`src/rtl/hp_arbiter_if.sv`:
```
// Handshake and HP bus between the battle controller and hp_arbiter.
// The bench/controller side uses the master modport, the arbiter uses slave.
interface hp_arbiter_if;
  logic       load_hp;
  logic [6:0] p_max_hp;
  logic [6:0] ai_max_hp;
  logic       req_ai_dmg;
  logic       req_p_dmg;
  logic       req_heal;
  logic [6:0] dmg_ai;
  logic [6:0] dmg_p;
  logic [6:0] heal_amt;
  logic [2:0] gnt;
  logic       busy;
  logic       done;
  logic [6:0] p_hp;
  logic [6:0] ai_hp;
  logic       p_dead;
  logic       ai_dead;

  modport master (
    output load_hp, p_max_hp, ai_max_hp,
    output req_ai_dmg, req_p_dmg, req_heal,
    output dmg_ai, dmg_p, heal_amt,
    input  gnt, busy, done, p_hp, ai_hp, p_dead, ai_dead
  );

  modport slave (
    input  load_hp, p_max_hp, ai_max_hp,
    input  req_ai_dmg, req_p_dmg, req_heal,
    input  dmg_ai, dmg_p, heal_amt,
    output gnt, busy, done, p_hp, ai_hp, p_dead, ai_dead
  );
endinterface

```
`src/rtl/hp_arbiter.sv`:
```
// Arbitrates damage/heal requests onto the player and AI HP registers (IDLE/EXEC/DONE).
// Define HP_ARB_ROUND_ROBIN_EN for round-robin arbitration; default is fixed priority.
module hp_arbiter (
  input logic        clk,
  input logic        reset_n,
  hp_arbiter_if.slave bus
);

  typedef enum logic [1:0] {IDLE, EXEC, DONE} state_t;

  state_t     state, state_nxt;
  logic [2:0] gnt, gnt_nxt;
  logic [6:0] p_hp, p_hp_nxt;
  logic [6:0] ai_hp, ai_hp_nxt;
  logic [6:0] p_max, p_max_nxt;
  logic       valid, valid_nxt;
  logic       busy_c, done_c;
  logic [2:0] req;
  logic [2:0] winner;
  logic       p_dead, ai_dead;
  logic       grant_fire;
  logic [7:0] heal_sum;
  logic [6:0] heal_val;

  // Only the player can be healed, so the AI max is never needed after load.
  function automatic logic [6:0] sat_sub(input logic [6:0] hp, input logic [6:0] dmg);
    return (dmg >= hp) ? 7'd0 : hp - dmg;
  endfunction

  assign req        = {bus.req_heal, bus.req_p_dmg, bus.req_ai_dmg};
  assign p_dead     = valid & (p_hp == 7'd0);
  assign ai_dead    = valid & (ai_hp == 7'd0);
  assign grant_fire = (state == IDLE) & ~bus.load_hp & valid & ~p_dead & ~ai_dead & (|req);
  assign heal_sum   = {1'b0, p_hp} + {1'b0, bus.heal_amt};
  assign heal_val   = (heal_sum > {1'b0, p_max}) ? p_max : heal_sum[6:0];

`ifdef HP_ARB_ROUND_ROBIN_EN
  logic [1:0] rr_ptr, rr_ptr_nxt;

  // Rotate so the pointer index sits at bit0, take the lowest set bit, rotate back.
  function automatic logic [2:0] pick(input logic [2:0] r, input logic [1:0] start);
    logic [2:0] rot;
    logic [2:0] sel;
    rot = 3'({r, r} >> start);
    sel = rot & (~rot + 3'd1);
    return 3'(({sel, sel} << start) >> 3);
  endfunction

  assign winner = pick(req, rr_ptr);

  always_comb begin
    rr_ptr_nxt = rr_ptr;
    if (grant_fire) begin
      case (winner)
        3'b001:  rr_ptr_nxt = 2'd1;
        3'b010:  rr_ptr_nxt = 2'd2;
        default: rr_ptr_nxt = 2'd0;
      endcase
    end
  end

  always_ff @(posedge clk) begin
    if (!reset_n) rr_ptr <= 2'd0;
    else          rr_ptr <= rr_ptr_nxt;
  end
`else
  assign winner = req & (~req + 3'd1);
`endif

  always_comb begin
    state_nxt = state;
    gnt_nxt   = gnt;
    p_hp_nxt  = p_hp;
    ai_hp_nxt = ai_hp;
    p_max_nxt = p_max;
    valid_nxt = valid;
    busy_c    = 1'b0;
    done_c    = 1'b0;
    case (state)
      IDLE: begin
        gnt_nxt = 3'b000;
        if (bus.load_hp) begin
          p_hp_nxt  = bus.p_max_hp;
          ai_hp_nxt = bus.ai_max_hp;
          p_max_nxt = bus.p_max_hp;
          valid_nxt = 1'b1;
        end else if (grant_fire) begin
          gnt_nxt   = winner;
          state_nxt = EXEC;
        end
      end
      EXEC: begin
        busy_c = 1'b1;
        case (gnt)
          3'b001:  ai_hp_nxt = sat_sub(ai_hp, bus.dmg_ai);
          3'b010:  p_hp_nxt  = sat_sub(p_hp, bus.dmg_p);
          3'b100:  p_hp_nxt  = heal_val;
          default: ;
        endcase
        state_nxt = DONE;
      end
      DONE: begin
        busy_c    = 1'b1;
        done_c    = 1'b1;
        gnt_nxt   = 3'b000;
        state_nxt = IDLE;
      end
      default: begin
        gnt_nxt   = 3'b000;
        state_nxt = IDLE;
      end
    endcase
  end

  always_ff @(posedge clk) begin
    if (!reset_n) begin
      state <= IDLE;
      gnt   <= 3'b000;
      p_hp  <= 7'd0;
      ai_hp <= 7'd0;
      p_max <= 7'd0;
      valid <= 1'b0;
    end else begin
      state <= state_nxt;
      gnt   <= gnt_nxt;
      p_hp  <= p_hp_nxt;
      ai_hp <= ai_hp_nxt;
      p_max <= p_max_nxt;
      valid <= valid_nxt;
    end
  end

  assign bus.gnt     = gnt;
  assign bus.busy    = busy_c;
  assign bus.done    = done_c;
  assign bus.p_hp    = p_hp;
  assign bus.ai_hp   = ai_hp;
  assign bus.p_dead  = p_dead;
  assign bus.ai_dead = ai_dead;

endmodule

```
`src/flat_wrapper.sv`:
```
// flat-port wrapper written by rule: the top's interface ports become plain ports
module hp_arbiter_flat 
  (clk, reset_n, bus_load_hp, bus_p_max_hp, bus_ai_max_hp, bus_req_ai_dmg, bus_req_p_dmg, bus_req_heal, bus_dmg_ai, bus_dmg_p, bus_heal_amt, bus_gnt, bus_busy, bus_done, bus_p_hp, bus_ai_hp, bus_p_dead, bus_ai_dead);
  hp_arbiter_if bus_i ();
  input logic clk;
  input logic reset_n;
  input wire logic [$bits(bus_i.load_hp)-1:0] bus_load_hp;
  input wire logic [$bits(bus_i.p_max_hp)-1:0] bus_p_max_hp;
  input wire logic [$bits(bus_i.ai_max_hp)-1:0] bus_ai_max_hp;
  input wire logic [$bits(bus_i.req_ai_dmg)-1:0] bus_req_ai_dmg;
  input wire logic [$bits(bus_i.req_p_dmg)-1:0] bus_req_p_dmg;
  input wire logic [$bits(bus_i.req_heal)-1:0] bus_req_heal;
  input wire logic [$bits(bus_i.dmg_ai)-1:0] bus_dmg_ai;
  input wire logic [$bits(bus_i.dmg_p)-1:0] bus_dmg_p;
  input wire logic [$bits(bus_i.heal_amt)-1:0] bus_heal_amt;
  output wire logic [$bits(bus_i.gnt)-1:0] bus_gnt;
  output wire logic [$bits(bus_i.busy)-1:0] bus_busy;
  output wire logic [$bits(bus_i.done)-1:0] bus_done;
  output wire logic [$bits(bus_i.p_hp)-1:0] bus_p_hp;
  output wire logic [$bits(bus_i.ai_hp)-1:0] bus_ai_hp;
  output wire logic [$bits(bus_i.p_dead)-1:0] bus_p_dead;
  output wire logic [$bits(bus_i.ai_dead)-1:0] bus_ai_dead;
  assign bus_i.load_hp = bus_load_hp;
  assign bus_i.p_max_hp = bus_p_max_hp;
  assign bus_i.ai_max_hp = bus_ai_max_hp;
  assign bus_i.req_ai_dmg = bus_req_ai_dmg;
  assign bus_i.req_p_dmg = bus_req_p_dmg;
  assign bus_i.req_heal = bus_req_heal;
  assign bus_i.dmg_ai = bus_dmg_ai;
  assign bus_i.dmg_p = bus_dmg_p;
  assign bus_i.heal_amt = bus_heal_amt;
  assign bus_gnt = bus_i.gnt;
  assign bus_busy = bus_i.busy;
  assign bus_done = bus_i.done;
  assign bus_p_hp = bus_i.p_hp;
  assign bus_ai_hp = bus_i.ai_hp;
  assign bus_p_dead = bus_i.p_dead;
  assign bus_ai_dead = bus_i.ai_dead;
  hp_arbiter u_core (.clk(clk), .reset_n(reset_n), .bus(bus_i));
endmodule
```
`config.mk`:
```
export PLATFORM = sky130hd
export DESIGN_NAME = hp_arbiter_flat
export DESIGN_NICKNAME = d
export VERILOG_FILES = /design/src/rtl/hp_arbiter_if.sv /design/src/rtl/hp_arbiter.sv /design/src/flat_wrapper.sv
export SDC_FILE = /design/constraint.sdc
export NUM_CORES = 1
export LEC_CHECK = 0
export ABC_AREA = 1
export ABC_CLOCK_PERIOD_IN_PS = 2500
export BUFFER_PORTS_ARGS = -buffer_cell sky130_fd_sc_hd__buf_2
export CAP_MARGIN = 25
export CELL_PAD_IN_SITES_DETAIL_PLACEMENT = 0
export CELL_PAD_IN_SITES_GLOBAL_PLACEMENT = 1
export CORE_ASPECT_RATIO = 1.75
export CORE_MARGIN = 4
export CORE_UTILIZATION = 35
export DETAILED_ROUTE_END_ITERATION = 7
export PLACE_DENSITY_LB_ADDON = 0.1
export SETUP_SLACK_MARGIN = 0.3
export SYNTH_ARGS = -nofsm -noshare
export SYNTH_HDL_FRONTEND = slang
export SYNTH_SLANG_ARGS = --single-unit
```
`constraint.sdc`:
```
create_clock -name clk -period 2.5 [get_ports clk]
set_input_delay 0.125 -clock clk [delete_from_list [all_inputs] [get_ports clk]]
set_output_delay 0.125 -clock clk [all_outputs]
set_load 0.02 [all_outputs]
```
# Word level (Yosys, flattened, before mapping)
# Cells that the tools add are included.
[word_totals]
register_bits = 27
in_bits = 41
output_inout_bits = 21
word_cells = 62
[op_classes]
add_sub_neg = 4
magnitude_cmp = 3
eq_ne = 10
mux = 17
bitwise = 12
n_reduce_logical = 10
[ops]
columns = ["cell", "count"]
rows = [
  ["$mux W7", 6],
  ["$pmux W7 S2", 3],
  ["$ge A7 B7 Y1", 2],
  ["$logic_not A7 Y1", 2],
  ["$sub A7 B7 Y7", 2],
  ["$add A7 B7 Y8", 1],
  ["$gt A8 B7 Y1", 1],
  ["$and A1 B1 Y1", 7],
  ["$mux W3", 2],
  ["$pmux W3 S2", 1],
  ["$reduce_and A3 Y1", 2],
  ["$mux W2", 2],
  ["$ne A2 B1 Y1 const B", 2],
  ["$ne A2 B2 Y1 const B", 2],
  ["$pmux W2 S2", 1],
  ["$reduce_and A2 Y1", 2],
  ["$add A3 B1 Y3 const B", 1],
  ["$and A3 B3 Y3", 1],
  ["$eq A3 B1 Y1 const B", 1],
  ["$eq A3 B2 Y1 const B", 1],
  ["$eq A3 B3 Y1 const B", 1],
  ["$ne A3 B3 Y1 const B", 1],
  ["$not A1 Y1", 3],
  ["$not A3 Y3", 1],
  ["other kinds (7)", 8],
]

# Depth between registers and ports, before layout
# Gate-level depths: netlist of run 1.
[depth]
depth_word = 9
ltp_mapped = 22
ltp_nobuf = 22

# Least setup slack after synthesis of run 1
# No wires, ideal clock.
[synth_timing]
path_type = "register to register"
start = "register u_core.p_hp[0], in the netlist u_core.bus.p_hp[0]"
end = "register u_core.p_hp[2], in the netlist u_core.bus.p_hp[2]"
setup_ns = 0.068
t_arrival_ns = 2.689
t_required_ns = 2.432
setup_slack_ns = -0.257
stages_incl_launch_ff = 20
n_path_buf = 0
synth_period_minus_slack_ns = 2.757
path_cell_list = "dfxtp_1 > ha_1 > fa_1 > nand3_1 > nand2_1 > or2_2 > nand2_1 > inv_1 > ha_1 > nand3_1 > inv_1 > nand2_1 > nand2_1 > nand2_2 > nand3_2 > nand2_1 > nand3_1 > nand3_1 > nand2_1 > a21oi_2"
[synth_between]
elab_chain_cells = 5
elab_cells_between_ends = 8
cone_classes = "add/sub: 2; order compare: 2; mux: 4"
[synth_lines]
columns = ["item", "line_no", "source"]
rows = [
  ["start, declared", "hp_arbiter.sv:13", "logic [6:0] p_hp, p_hp_nxt;"],
  ["start signal, assigned", "hp_arbiter.sv:126", "p_hp <= p_hp_nxt;"],
  ["$add A7 B7 Y8", "hp_arbiter.sv:34", "assign heal_sum = {1'b0, p_hp} + {1'b0, bus.heal_amt};"],
  ["$gt A8 B7 Y1", "hp_arbiter.sv:35", "assign heal_val = (heal_sum > {1'b0, p_max}) ? p_max : heal_sum[6:0];"],
  ["$mux W7", "hp_arbiter.sv:35", ""],
  ["$pmux W7 S2 *", "hp_arbiter.sv:94", "case (gnt)"],
  ["$pmux W7 S2 *", "hp_arbiter.sv:79", "case (state)"],
]
# Mark *: on every way between the ends. The rest lies on a longest branch, timed or not.
# A chain may end at the register's enable or synchronous reset.

# Worst setup path in the final report of run 1
[layout_timing]
start = "register u_core.p_hp[0], in the netlist u_core.bus.p_hp[0]"
end = "register u_core.p_hp[4], in the netlist u_core.bus.p_hp[4]"
# Same word-level chain as after synthesis.

==> results of run 1 <==
[metrics by stage]
stage | instance area, um2 | power, mW | hold slack (ns) | setup slack [ns] | utilization, %
CTS | 3440 | 3.92 | 0.130 | -0.117 | 45.8
floorplan | 2780 | 2.65 | 0.263 | -0.0234 | -
global placement | 3290 | 3.39 | 0.413 | -0.143 | 43.8
finish | 3520 | 3.98 | 0.134 | -0.168 | 46.8
detailed placement | 3290 | 3.40 | 0.425 | -0.180 | 43.8
global route | 3520 | 4.41 | 0.150 | -0.361 | 46.8
[where the power goes]
part | leakage, nW | internal (mW) | total, mW | switching, mW
clock | 0.0409 | 0.217 | 0.386 | 0.169
combinational | 1.52 | 1.15 | 2.90 | 1.75
sequential | 0.225 | 0.572 | 0.691 | 0.118
total | 1.78 | 1.94 | 3.98 | 2.04
[cell families after synthesis]
logic type,share of synthesized area [%]
xor gates and xnor gates,2.28
DFF,20.1
and+or+nand+nor,31.9
buffers and inverters,11.4
adders and majority gates,17.6
AOI/OAI and AO/OA,16.8
[final cells by class]
cell class / instances / area (um2) / area share, %
clock buffer: 3 / 75.1 / 2.14
inverter: 67 / 254 / 7.22
timing repair buffer: 83 / 470 / 13.4
tap: 88 / 110 / 3.13
multi-input combinational: 302 / 2050 / 58.3
clock inverter: 1 / 5.00 / 0.142
sequential: 27 / 553 / 15.7
[flip-flops by register name, summed over array words and instances (netlist names)]
signal,flops
u_core.bus.ai_hp,7
u_core.bus.gnt,3
u_core.bus.p_hp,7
u_core.p_max,7
u_core.state,2
u_core.valid,1
[layer usage]
layer | vias to the layer above | GRT usage (%) | share of wire (%)
met1 | 1293 | 19.0 | 37
met4 | 0 | 6.24 | 2.0
met3 | 10 | 2.42 | 3.8
met5 | - | 0 | 0
li1 | 1493 | - | -
met2 | 54 | 39.5 | 57
[final timing paths]
check / startpoint / endpoint / slack (ns) / depth (start not counted)
hold reg to reg: u_core.p_max[0]$_SDFFE_PN0P_ / u_core.p_max[0]$_SDFFE_PN0P_ / 0.49 / 2
setup reg to reg: u_core.bus.p_hp[0]$_SDFFE_PN0P_ / u_core.bus.p_hp[4]$_SDFFE_PN0P_ / -0.17 / 19
hold / removal: bus_req_heal / u_core.bus.gnt[2]$_SDFFE_PN0P_ / 0.13 / 3
setup / recovery: u_core.bus.p_hp[0]$_SDFFE_PN0P_ / u_core.bus.p_hp[4]$_SDFFE_PN0P_ / -0.17 / 19
[synth_stat cells, types with 2 or more instances]
| master | n |
|---|---|
| nand2_1 | 82 |
| inv_1 | 66 |
| a21oi_1 | 37 |
| nand3_1 | 36 |
| nor2_1 | 35 |
| ha_1 | 33 |
| dfxtp_1 | 27 |
| o21ai_0 | 17 |
| nand4_1 | 12 |
| xor2_1 | 6 |
| a21oi_2 | 5 |
| clkbuf_1 | 5 |
| nor3_1 | 4 |
| o211ai_1 | 4 |
| fa_1 | 3 |
| nand3_2 | 3 |
| nor4_1 | 3 |
| buf_2 | 2 |
| buf_6 | 2 |
| nand2_2 | 2 |
| nand3b_1 | 2 |
| o21a_1 | 2 |
[critical path: stages, from the launching register on]
cell and delay [ns]:
dfxtp_4 0.35, ha_4 0.16, fa_2 0.37, nand3_2 0.08, nand2_2 0.05, or2_4 0.22, nand2_2 0.08, inv_2 0.04
ha_4 0.14, nand2_1 0.05, nand2_1 0.06, nand2_2 0.06, nand2_2 0.07, a21boi_4 0.28, nand3_4 0.16, nand2_2 0.11
nand3_2 0.06, nand3_1 0.06, nand2_1 0.06, a21oi_1 0.15
[timing repair]
item                       in CTS  in global routing
setup endpoints to repair       7                  8
cloned                          0                  0
resized for setup              10                 13
buffers inserted                2                  0
pin swaps                      10                 13
==> flow_summary_export.csv, run 1 <==
group,metric,value,unit
timing,timing.final.crit_share,107,%
status,failed_checks,"negative setup slack",
cts,path_clk_slew,0.07,ns
global_route,grt_max_degree,28,
routing,vias,2850,
routing,vias_per_cell,4.99,
die,rows,42,
timing,slew_violations,0,
cells_and_area,insertedDiodeCount,0,
die,core_area,0.00751,mm2
critical_path,start_kind,"flop",
worst_hold_path,hold_path.class,"in -> reg",
timing,relSlewSlack,60.0,%
placed_design,hpwl,6990,um
power,leakage,1.78,nW
yosys,synth.avg_cell_area,6.64,um2
timing,rsz0062_at_grt,"true",
yosys,synth_cell_types,39,
cts,cts_buffers,3,
cells_and_area,final_common_cell,"nand2_1",
placed_design,gp_congestion,0.889,
global_route,overflow,0,
cts,cts_sinks,27,
global_route,grt_pass1_wl,13600,um
timing,setup_viol,7,
cts,cts_hold_buf,0,
yosys,synth_area_leaders,"dfxtp_1 20%, ha_1 15%, nand2_1 11%",
yosys,synth-seq-cells,27,
cts,clk_latency,0.27,ns
routing,detail-route-antenna-nets,0,
timing,fin_skew,0.00673,ns
timing,hold_violations,0,
critical_path,cp_data_required_time,2.69,ns
power,ir_drop,0.000452,V
global_route,grt_pass1_vias,2934,
cells_and_area,finalNetCount,561,
yosys,yosysTopAreaCellShare,20.1,%
cts,htree_levels,1,
cells_and_area,stdcell_count,571,
die,io_pins,62,
yosys,synth_nets,482,
routing,drc,0,
global_route,track_usage,19.3,%
critical_path,arrival,2.86,ns
timing,fin_crit,2.67,ns
critical_path,crit_fanout,8,
placed_design,dp_cells,565,
die,die-area,0.00920,mm2
yosys,synth_seq_area_share,20.1,%
yosys,yosysTopAreaCell,"dfxtp_1",
placed_design,io_buffer_count,61,
cts,clk_path_buf_depth,2,
routing,dr.pass1.iters,4,
power,powerDensity,1130,mW/mm2
die,fp.dieW,74.3,um
yosys,synth-warning-count,0,
global_route,antenna_found_initial,0,
cells_and_area,final_cell_mix,"73 x nand2_1, 65 x inv_1, 61 x buf_2",
yosys,syn_inst,405,
cells_and_area,fillers,818,
yosys,synth_edf_count,0,
yosys,async_flop_share,0,%
yosys,synth_flop_cell,"dfxtp_1",
cts,root_buffer,"clkbuf_16",
routing,wl_per_cell,14.7,um
cells_and_area,syn2layout_area_growth,30.8,%
status,status,"finished, violations left",
routing,drt-total-wl,8370,um
critical_path,worstSetupEndpointType,"flop",
routing,drt_iter0_drc,120,
cells_and_area,layout-drive-gt1-share,29.2,%
timing,tns,-1.07,ns
die,start_util,35.8,%
flow_run,drv_cap,0,
timing,fmax,0.375,GHz
die,die_y,124,um
cts,cts_tree,"done",
timing,setup_ws,-0.168,ns
critical_path,critPathKind,"reg -> reg",
timing,worstMarginPinSlew,0.600,ns
yosys,syn-cell-area,0.00269,mm2
Power figures use the tool's default switching activity.
==> run 2: changes to the inputs <==
Settings changed: ABC_CLOCK_PERIOD_IN_PS 2500 to 3390, CORE_UTILIZATION 35 to 41.
Clock period 2.5 ns to 3.39 ns, I/O delays scaled along.
==> run 2 against run 1 <==
Against the previous run:
- the run now ends clean
- sequential share of layout area increased by 1.3 points
- cell area fell by 9.7%
- global-route usage up 1.3 points
- register-to-register slack improved by 0.72 ns
- sequential cell count is the same
- fmax fell by 5.9%
- power down 35%
- clock power is 48% lower
- critical path type unchanged
- highest routed layer unchanged
==> flow_summary_export.csv, run 2 (synthesized netlist as in run 1, its figures left out) <==
group,metric,value,unit
routing,detail-route-antenna-nets,0,
die,rows,38,
critical_path,crit_fanout,8,
timing,setup_viol,0,
routing,wl_per_cell,14.9,um
placed_design,io_buffer_count,61,
cells_and_area,insertedDiodeCount,0,
cts,path_clk_slew,0.11,ns
timing,timing.hold.ws,0.150,ns
power,powerDensity,817,mW/mm2
cells_and_area,stdcell_count,546,
cts,clk_latency,0.28,ns
critical_path,path_cells,"ha_2 -> nand2_1 -> nor2_1 -> nand2_1 -> nand3_2 -> nand2_1 -> nand2_1 -> inv_1 -> ha_1 -> nand2_1 -> nand2_1 -> nand2_1 -> nand2_1 -> a21boi_4 -> nand4_1 -> nand3_1 -> nand3_1 -> nand2_1 -> a21oi_2",
worst_hold_path,hold_depth,3,
die,start_util,42.8,%
critical_path,cpMostUsedCell,"nand2_1",
global_route,track_usage,20.6,%
routing,drc,0,
placed_design,hpwl,6830,um
cts,clk_path_buf_depth,2,
critical_path,arrival,2.99,ns
global_route,antenna_found_initial,0,
cells_and_area,layout-drive-gt1-share,20.2,%
cells_and_area,final_common_cell,"nand2_1",
cells_and_area,seqCellArea,541,um2
cts,cts_setup_buffers,0,
critical_path,r2r_cells,19,
die,fp.dieW,69.2,um
routing,drt_iter0_drc,82,
cells_and_area,stdcell_area,0.00318,mm2
global_route,grt_max_degree,18,
timing,worstMarginPinSlew,0.591,ns
flow_run,drv_cap,0,
timing,slew_violations,0,
critical_path,critical_path.max_stage_delay,0.39,ns
critical_path,start_kind,"flop",
cts,cts_sinks,27,
routing,dr.pass1.iters,4,
placed_design,place_ws,0.482,ns
cts,root_buffer,"clkbuf_8",
placed_design,dp_cells,542,
die,io_pins,62,
die,core_area,0.00628,mm2
critical_path,reg2reg_slack,0.55,ns
cells_and_area,postLayoutCoreUtil,50.6,%
die,die-area,0.00797,mm2
power,leakage,1.67,nW
cells_and_area,finalNetCount,544,
cells_and_area,final_cell_mix,"82 x nand2_1, 66 x inv_1, 61 x buf_2",
critical_path,crit_slowest_cell,"ha_2",
timing,setup_ws,0.554,ns
timing,hold_violations,0,
timing,fin_skew,0.0123,ns
global_route,grt_pass1_wl,13200,um
placed_design,gp_congestion,0.868,
critical_path,worstSetupEndpointType,"flop",
worst_hold_path,hold_path.class,"in -> reg",
timing,rsz0062_at_grt,"false",
routing,vias_per_cell,5.23,
timing,relSlewSlack,60.5,%
cells_and_area,reg_top3,"u_core.bus.ai_hp: 7 flops, u_core.bus.p_hp: 7 flops, u_core.p_max: 7 flops",
critical_path,critPathKind,"reg -> reg",
die,die_y,115,um
cells_and_area,multi_input_area,0.00189,mm2
cells_and_area,syn2layout_area_growth,18.1,%
global_route,overflow,0,
cells_and_area,fillers,710,
timing,timing.final.crit_share,83.7,%
global_route,grt_pass1_vias,2837,
timing,fmax,0.353,GHz
power,power,2.59,mW
routing,vias,2856,
cts,htree_levels,1,
cts,cts_tree,"done",
placed_design,placed_area,0.00308,mm2
timing,fin_crit,2.84,ns
status,status,"completed",
routing,drt-total-wl,8140,um
critical_path,cp_data_required_time,3.54,ns
power,ir_drop,0.000348,V
timing,tns,0,ns
cts,cts_buffers,3,
[run 2: worst max-delay path, delay by kind of cell, from the launching register on]
| family | cells | cell delay (ns) |
|---|---|---|
| compound gates | 2 | 0.35 |
| fa+ha+maj | 2 | 0.68 |
| buf+inv | 1 | 0.06 |
| flops | 1 | 0.35 |
| simple gates | 14 | 1.24 |
[run 2: what timing repair did]
item	in CTS	in global routing
hold buffers	0	0
resized for setup	0	7
hold endpoints to repair	0	0
setup endpoints to repair	0	7
[run 2: metal layers]
layer,global-route usage (%),wire [um],vias up
li1,-,-,1460
met1,20.3,2960,1314
met2,42.5,4670,63
met3,1.49,218,19
met4,9.13,295,0
met5,0,0,-
[run 2: area by class of cell]
type,count,share of cell area [%]
inverters,67,8.00
clock inverters,1,0.276
well taps,80,3.15
multi-input cells,302,59.5
repair buffers,66,10.8
flip-flops and latches,27,17.0
clock buffers,3,1.30
[run 2: report_power, final]
group	switching [mW]	leakage, nW	internal, mW	total [mW]
registers	0.105	0.222	0.414	0.518
logic	1.20	1.42	0.673	1.87
clock network	0.115	0.0261	0.0865	0.201
[run 2: worst paths after layout]
path,startpoint,to
worst max register to register,u_core.bus.p_hp[2]$_SDFFE_PN0P_,u_core.bus.p_hp[3]$_SDFFE_PN0P_
worst min-delay path,bus_req_heal,u_core.bus.gnt[2]$_SDFFE_PN0P_
worst max-delay path,u_core.bus.p_hp[2]$_SDFFE_PN0P_,u_core.bus.p_hp[3]$_SDFFE_PN0P_
worst min register to register,u_core.bus.ai_hp[4]$_SDFFE_PN0P_,u_core.bus.ai_hp[4]$_SDFFE_PN0P_
